### config.mk
export PLATFORM = sky130hd
export DESIGN_NAME = ws_mac_pe_db
export DESIGN_NICKNAME = d
export VERILOG_FILES = /design/src/rtl/ws_mac_pe_db.sv
export SDC_FILE = /design/constraint.sdc
export NUM_CORES = 1
export LEC_CHECK = 0
export CAP_MARGIN = 0
export CORE_ASPECT_RATIO = 0.7
export CORE_MARGIN = 2
export CORE_UTILIZATION = 48
export CTS_CLUSTER_DIAMETER = 40
export DETAILED_ROUTE_END_ITERATION = 16
export GPL_ROUTABILITY_DRIVEN = 0
export PLACE_DENSITY = 0.8
export SLEW_MARGIN = 25
export SYNTH_ARGS = -nofsm -noshare
export SYNTH_HDL_FRONTEND = slang
export SYNTH_SLANG_ARGS = --single-unit
### constraint.sdc
create_clock -name clk -period 4.4 [get_ports clk]
set_clock_uncertainty 0.2 [all_clocks]
set_input_delay 0.44 -clock clk [delete_from_list [all_inputs] [get_ports clk]]
set_output_delay 0.44 -clock clk [all_outputs]
set_load 0.01 [all_outputs]
### src/rtl/ws_mac_pe_db.sv
// Double-buffered weight-stationary MAC PE: a shadow weight loads while the active weight computes.
// Optional clamp-on-overflow behaviour is enabled by defining MAC_PE_SATURATE_EN.
module ws_mac_pe_db #(
    parameter int bit_width = 8,
    parameter int acc_width = 32,
    parameter int SIGNED    = 0
) (
    input  logic                 clk,
    input  logic                 rst,
    input  logic [bit_width-1:0] data_in,
    input  logic                 data_valid_in,
    input  logic [acc_width-1:0] acc_in,
    input  logic [bit_width-1:0] wt_path_in,
    input  logic                 wt_valid_in,
    input  logic                 wt_swap_in,
    output logic [bit_width-1:0] data_out,
    output logic                 data_valid_out,
    output logic [acc_width-1:0] acc_out,
    output logic [bit_width-1:0] wt_path_out,
    output logic                 wt_valid_out,
    output logic                 wt_swap_out,
    output logic                 shadow_full,
    output logic [1:0]           status
);

    localparam int prod_width = 2 * bit_width;

    typedef enum logic {
        EMPTY = 1'b0,
        FULL  = 1'b1
    } shadow_state_t;

    shadow_state_t               state;
    logic [bit_width-1:0]        w_active;
    logic [bit_width-1:0]        w_shadow;
    logic                        swap_err;
    logic                        acc_ovf;

    logic signed [prod_width-1:0] data_ext;
    logic signed [prod_width-1:0] wt_ext;
    logic signed [prod_width-1:0] prod;
    logic [acc_width-1:0]         prod_ext;
    logic [acc_width-1:0]         sum;
    logic                         carry;
    logic                         ovf;
    logic [acc_width-1:0]         acc_next;

    // Operands are widened before multiplying so the low product bits are exact in either mode.
    generate
        if (SIGNED != 0) begin : g_signed
            assign data_ext = {{bit_width{data_in[bit_width-1]}}, data_in};
            assign wt_ext   = {{bit_width{w_active[bit_width-1]}}, w_active};
            assign prod     = data_ext * wt_ext;
            assign prod_ext = acc_width'(prod);
            assign ovf      = (acc_in[acc_width-1] == prod_ext[acc_width-1]) &&
                              (sum[acc_width-1] != acc_in[acc_width-1]);
        end else begin : g_unsigned
            assign data_ext = {{bit_width{1'b0}}, data_in};
            assign wt_ext   = {{bit_width{1'b0}}, w_active};
            assign prod     = data_ext * wt_ext;
            assign prod_ext = acc_width'($unsigned(prod));
            assign ovf      = carry;
        end
    endgenerate

    assign {carry, sum} = {1'b0, acc_in} + {1'b0, prod_ext};

`ifdef MAC_PE_SATURATE_EN
    // Signed overflow can only happen when both addends share a sign, so acc_in's sign picks the rail.
    always_comb begin
        // NOTE: default assignment first so no path leaves acc_next unassigned (no latch).
        acc_next = sum;
        if (ovf) begin
            if (SIGNED != 0)
                acc_next = acc_in[acc_width-1] ? {1'b1, {(acc_width-1){1'b0}}}
                                               : {1'b0, {(acc_width-1){1'b1}}};
            else
                acc_next = '1;
        end
    end
`else
    assign acc_next = sum;
`endif

    // NOTE: sequential state uses non-blocking assignments so every register samples pre-edge values.
    always_ff @(posedge clk or posedge rst) begin
        if (rst) begin
            data_out       <= '0;
            data_valid_out <= 1'b0;
            acc_out        <= '0;
            wt_path_out    <= '0;
            wt_valid_out   <= 1'b0;
            wt_swap_out    <= 1'b0;
            acc_ovf        <= 1'b0;
        end else begin
            data_out       <= data_in;
            data_valid_out <= data_valid_in;
            wt_path_out    <= wt_path_in;
            wt_valid_out   <= wt_valid_in;
            wt_swap_out    <= wt_swap_in;
            if (data_valid_in) begin
                acc_out <= acc_next;
                if (ovf)
                    acc_ovf <= 1'b1;
            end
        end
    end

    // Shadow FSM; the product above reads w_active before this edge updates it.
    always_ff @(posedge clk or posedge rst) begin
        if (rst) begin
            state       <= EMPTY;
            w_active    <= '0;
            w_shadow    <= '0;
            shadow_full <= 1'b0;
            swap_err    <= 1'b0;
        end else begin
            case (state)
                EMPTY: begin
                    if (wt_swap_in)
                        swap_err <= 1'b1;
                    if (wt_valid_in) begin
                        w_shadow    <= wt_path_in;
                        state       <= FULL;
                        shadow_full <= 1'b1;
                    end
                end
                FULL: begin
                    if (wt_swap_in)
                        w_active <= w_shadow;
                    if (wt_valid_in) begin
                        w_shadow    <= wt_path_in;
                        state       <= FULL;
                        shadow_full <= 1'b1;
                    end else if (wt_swap_in) begin
                        state       <= EMPTY;
                        shadow_full <= 1'b0;
                    end
                end
                default: begin
                    state       <= EMPTY;
                    shadow_full <= 1'b0;
                end
            endcase
        end
    end

    assign status = {acc_ovf, swap_err};

endmodule

==> run_results.csv <==
group,metric,value,unit
sta,rsz0062_at_grt,"true",
sta,period_share,110,%
setup_path,worstPathRequired,4.48,ns
synth,post_synth_num_cell_types,49,
drt,dr_total_vias,5072,
grt,grt_max_degree,48,
die,ioPinCount,107,
grt,first_global_vias,4983,
clock_tree,cts_tree,"built",
drt,post-route-drc-count,0,
setup_path,path_class,"reg -> reg",
synth,syn_inst,576,
sta,hold_viol_final,0,
die,die_h,94.5,um
die,die_width,133,um
drt,wire_per_inst,18.7,um
synth,synth_area_leaders,"dfrtp_1, fa_1, ha_1",
sta,setup_ws,-0.428,ns
placed_design,dp.cells,871,
finish,diodes,0,
synth,synth_most_common_cell,"inv_1",
grt,grt_first_pass_wirelength,23.9,mm
clock_tree,clock_latency,0.35,ns
status,violations,"setup timing",
clock_tree,cts_max_level,3,
clock_tree,clk_pin_slew,0.07,ns
sta,min_period,4.83,ns
finish,syn_to_final_growth,43.1,%
placed_design,port_buffers,106,
drt,dr.pass1.iters,5,
power_and_ir_drop,power.leakage,3.73,nW
synth,ys_ff_latch,71,
drt,antenna_left,0,
sta,slew-limit-headroom,39.8,%
run,cap_violations,0,
sta,tightest_slew,0.902,ns
sta,finalSetupViolCount,25,
drt,viasPerCell,5.60,
grt,track_usage,24.1,%
clock_tree,cts_max_path_buffers,2,
synth,yosysWarnings,0,
die,start_util,48.6,%
synth,syn_nets,720,
finish,layout.nets,888,
grt,antenna_found_initial,0,
clock_tree,clock-sinks,71,
sta,fmax,207,MHz
drt,drt_wl_total,16.9,mm
setup_path,start_kind,"flip-flop",
synth,synthFlopType,"dfrtp_1",
placed_design,hpwl,10.9,mm
synth,synth.largest_area_cell,"dfrtp_1",
synth,synth_area,0.00562,mm^2
worst_hold_path,hold_path_class,"in -> reg",
sta,hold_slack,0.144,ns
die,die_area,0.0126,mm^2
die,rows,33,
finish,stdcell_count,906,
setup_path,cp_max_fo,6,
grt,grt_overflow_total,0,
die,coreArea,0.0116,mm^2
synth,synth_top_area_share,31.6,%
status,status,"finished, violations left",
clock_tree,cts_made_buffers,9,
power_and_ir_drop,ir_drop,0.887,mV
drt,initialDrtViolationCount,556,
finish,final_layout_size_suffix_gt1_share,26.7,%
setup_path,arrival,4.91,ns
sta,drv_slew,0,
synth,synth_edf_count,0,
synth,seq_area_frac_synth,31.6,%
clock_tree,holdBufCountCts,0,
clock_tree,root_buffer,"clkbuf_16",
synth,syn_area_per_cell,9.75,um^2
synth,synthTopCellsByCount,"inv_1, dfrtp_1, nand2_1",
synth,ys_async_sr_fraction,100,%
power_and_ir_drop,power_density,958,mW/mm^2
setup_path,regToRegSetupSlack,-0.43,ns
sta,fin_setup_tns,-6.10,ns
setup_path,end_kind,"flip-flop",
[cell type report]
| class | instances | area [um^2] |
|---|---|---|
| tap | 157 | 196 |
| clock inverter | 7 | 103 |
| fill | 765 | 3520 |
| inverter | 101 | 379 |
| timing repair buffer | 176 | 1610 |
| sequential | 71 | 1790 |
| multi-input combinational | 385 | 3740 |
| clock buffer | 9 | 225 |
[worst max-delay path: stages (launching register included)]
cell,delay (ns)
dfrtp_2,0.46
buf_4,0.14
buf_4,0.13
nand2_1,0.10
fa_1,0.46
inv_1,0.12
fa_1,0.40
inv_1,0.11
fa_1,0.45
fa_1,0.51
inv_1,0.07
ha_4,0.31
o21ai_4,0.07
nor2_4,0.18
o211ai_4,0.11
a2111o_1,0.47
a2111o_1,0.40
nand3_1,0.07
[where the power goes]
part	switching, mW	internal (mW)
registers	0.104	0.806
logic	3.13	2.84
clock network	0.318	0.504
[metal layers]
metal / global-route usage (%) / wire [um] / up-vias
li1: - / - / 2234
met1: 31.6 / 6820 / 2487
met3: 4.94 / 1320 / 76
met4: 11.2 / 757 / 0
met5: 0 / 0 / -
met2: 39.0 / 8020 / 275
[final timing paths]
check | from | depth (start not counted) | to
setup / recovery | w_active[4] | 17 | acc_out[24]
hold / removal | data_in[4] | 1 | data_out[4]
setup reg to reg | w_active[4] | 17 | acc_out[24]
hold reg to reg | state | 1 | swap_err
max in group asynchronous | rst | 3 | acc_out[12]
min in group asynchronous | rst | 2 | wt_path_out[0]
[flip-flops by register name, summed over array words and instances, names as in the netlist]
name            count
acc_out            32
acc_ovf             1
data_out            8
data_valid_out      1
shadow_full         1
state               1
swap_err            1
w_active            8
w_shadow            8
wt_path_out         8
wt_swap_out         1
wt_valid_out        1
[through the flow]
stage	setup slack, ns	instance area [um^2]	power, mW	util [%]
final	-0.428	8040	7.70	69.5
after global routing	-0.528	8040	8.14	69.5
after CTS	-0.256	7770	6.64	67.2
after detailed placement	-0.940	7260	5.28	62.8
after global placement	-0.804	7260	5.15	62.8
after floorplan	0.0150	5730	3.81	-
[what timing repair did]
action | CTS | global route
cloned | 0 | 0
endpoints found under the setup margin | 25 | 24
gates resized for setup | 63 | 53
buffers inserted | 8 | 11
pin swaps | 24 | 51
[layout by cell type, fill, tap and decap left out, types with 5 or more instances in the layout]
master,synthesis,final
buf_6,0,8
a21oi_1,24,17
a21oi_4,0,5
and2_1,33,29
a21o_1,11,11
nand4_1,12,12
o21ai_4,1,5
ha_1,41,33
mux2_2,28,28
and3_1,8,8
a2111o_1,8,8
nand3_1,18,13
clkdlybuf4s50_1,0,97
clkbuf_16,0,9
dfrtp_1,71,63
inv_2,0,13
fa_1,50,46
or3_1,6,6
ha_4,0,7
xnor2_1,5,5
nand2_2,1,7
o21ai_1,3,7
buf_4,2,62
dfrtp_2,0,8
nand2_1,63,54
inv_1,100,87
nor2_1,20,16
[cell families after synthesis]
kind of cell               share of synthesized area, %
AOI/OAI and AO/OA                                  11.2
xor gates and xnor gates                           1.40
adders and majority gates                          27.0
buffers and inverters                              8.20
DFF                                                31.6
muxes                                              5.61
and+or+nand+nor                                    15.0
Power figures use the tool's default switching activity.
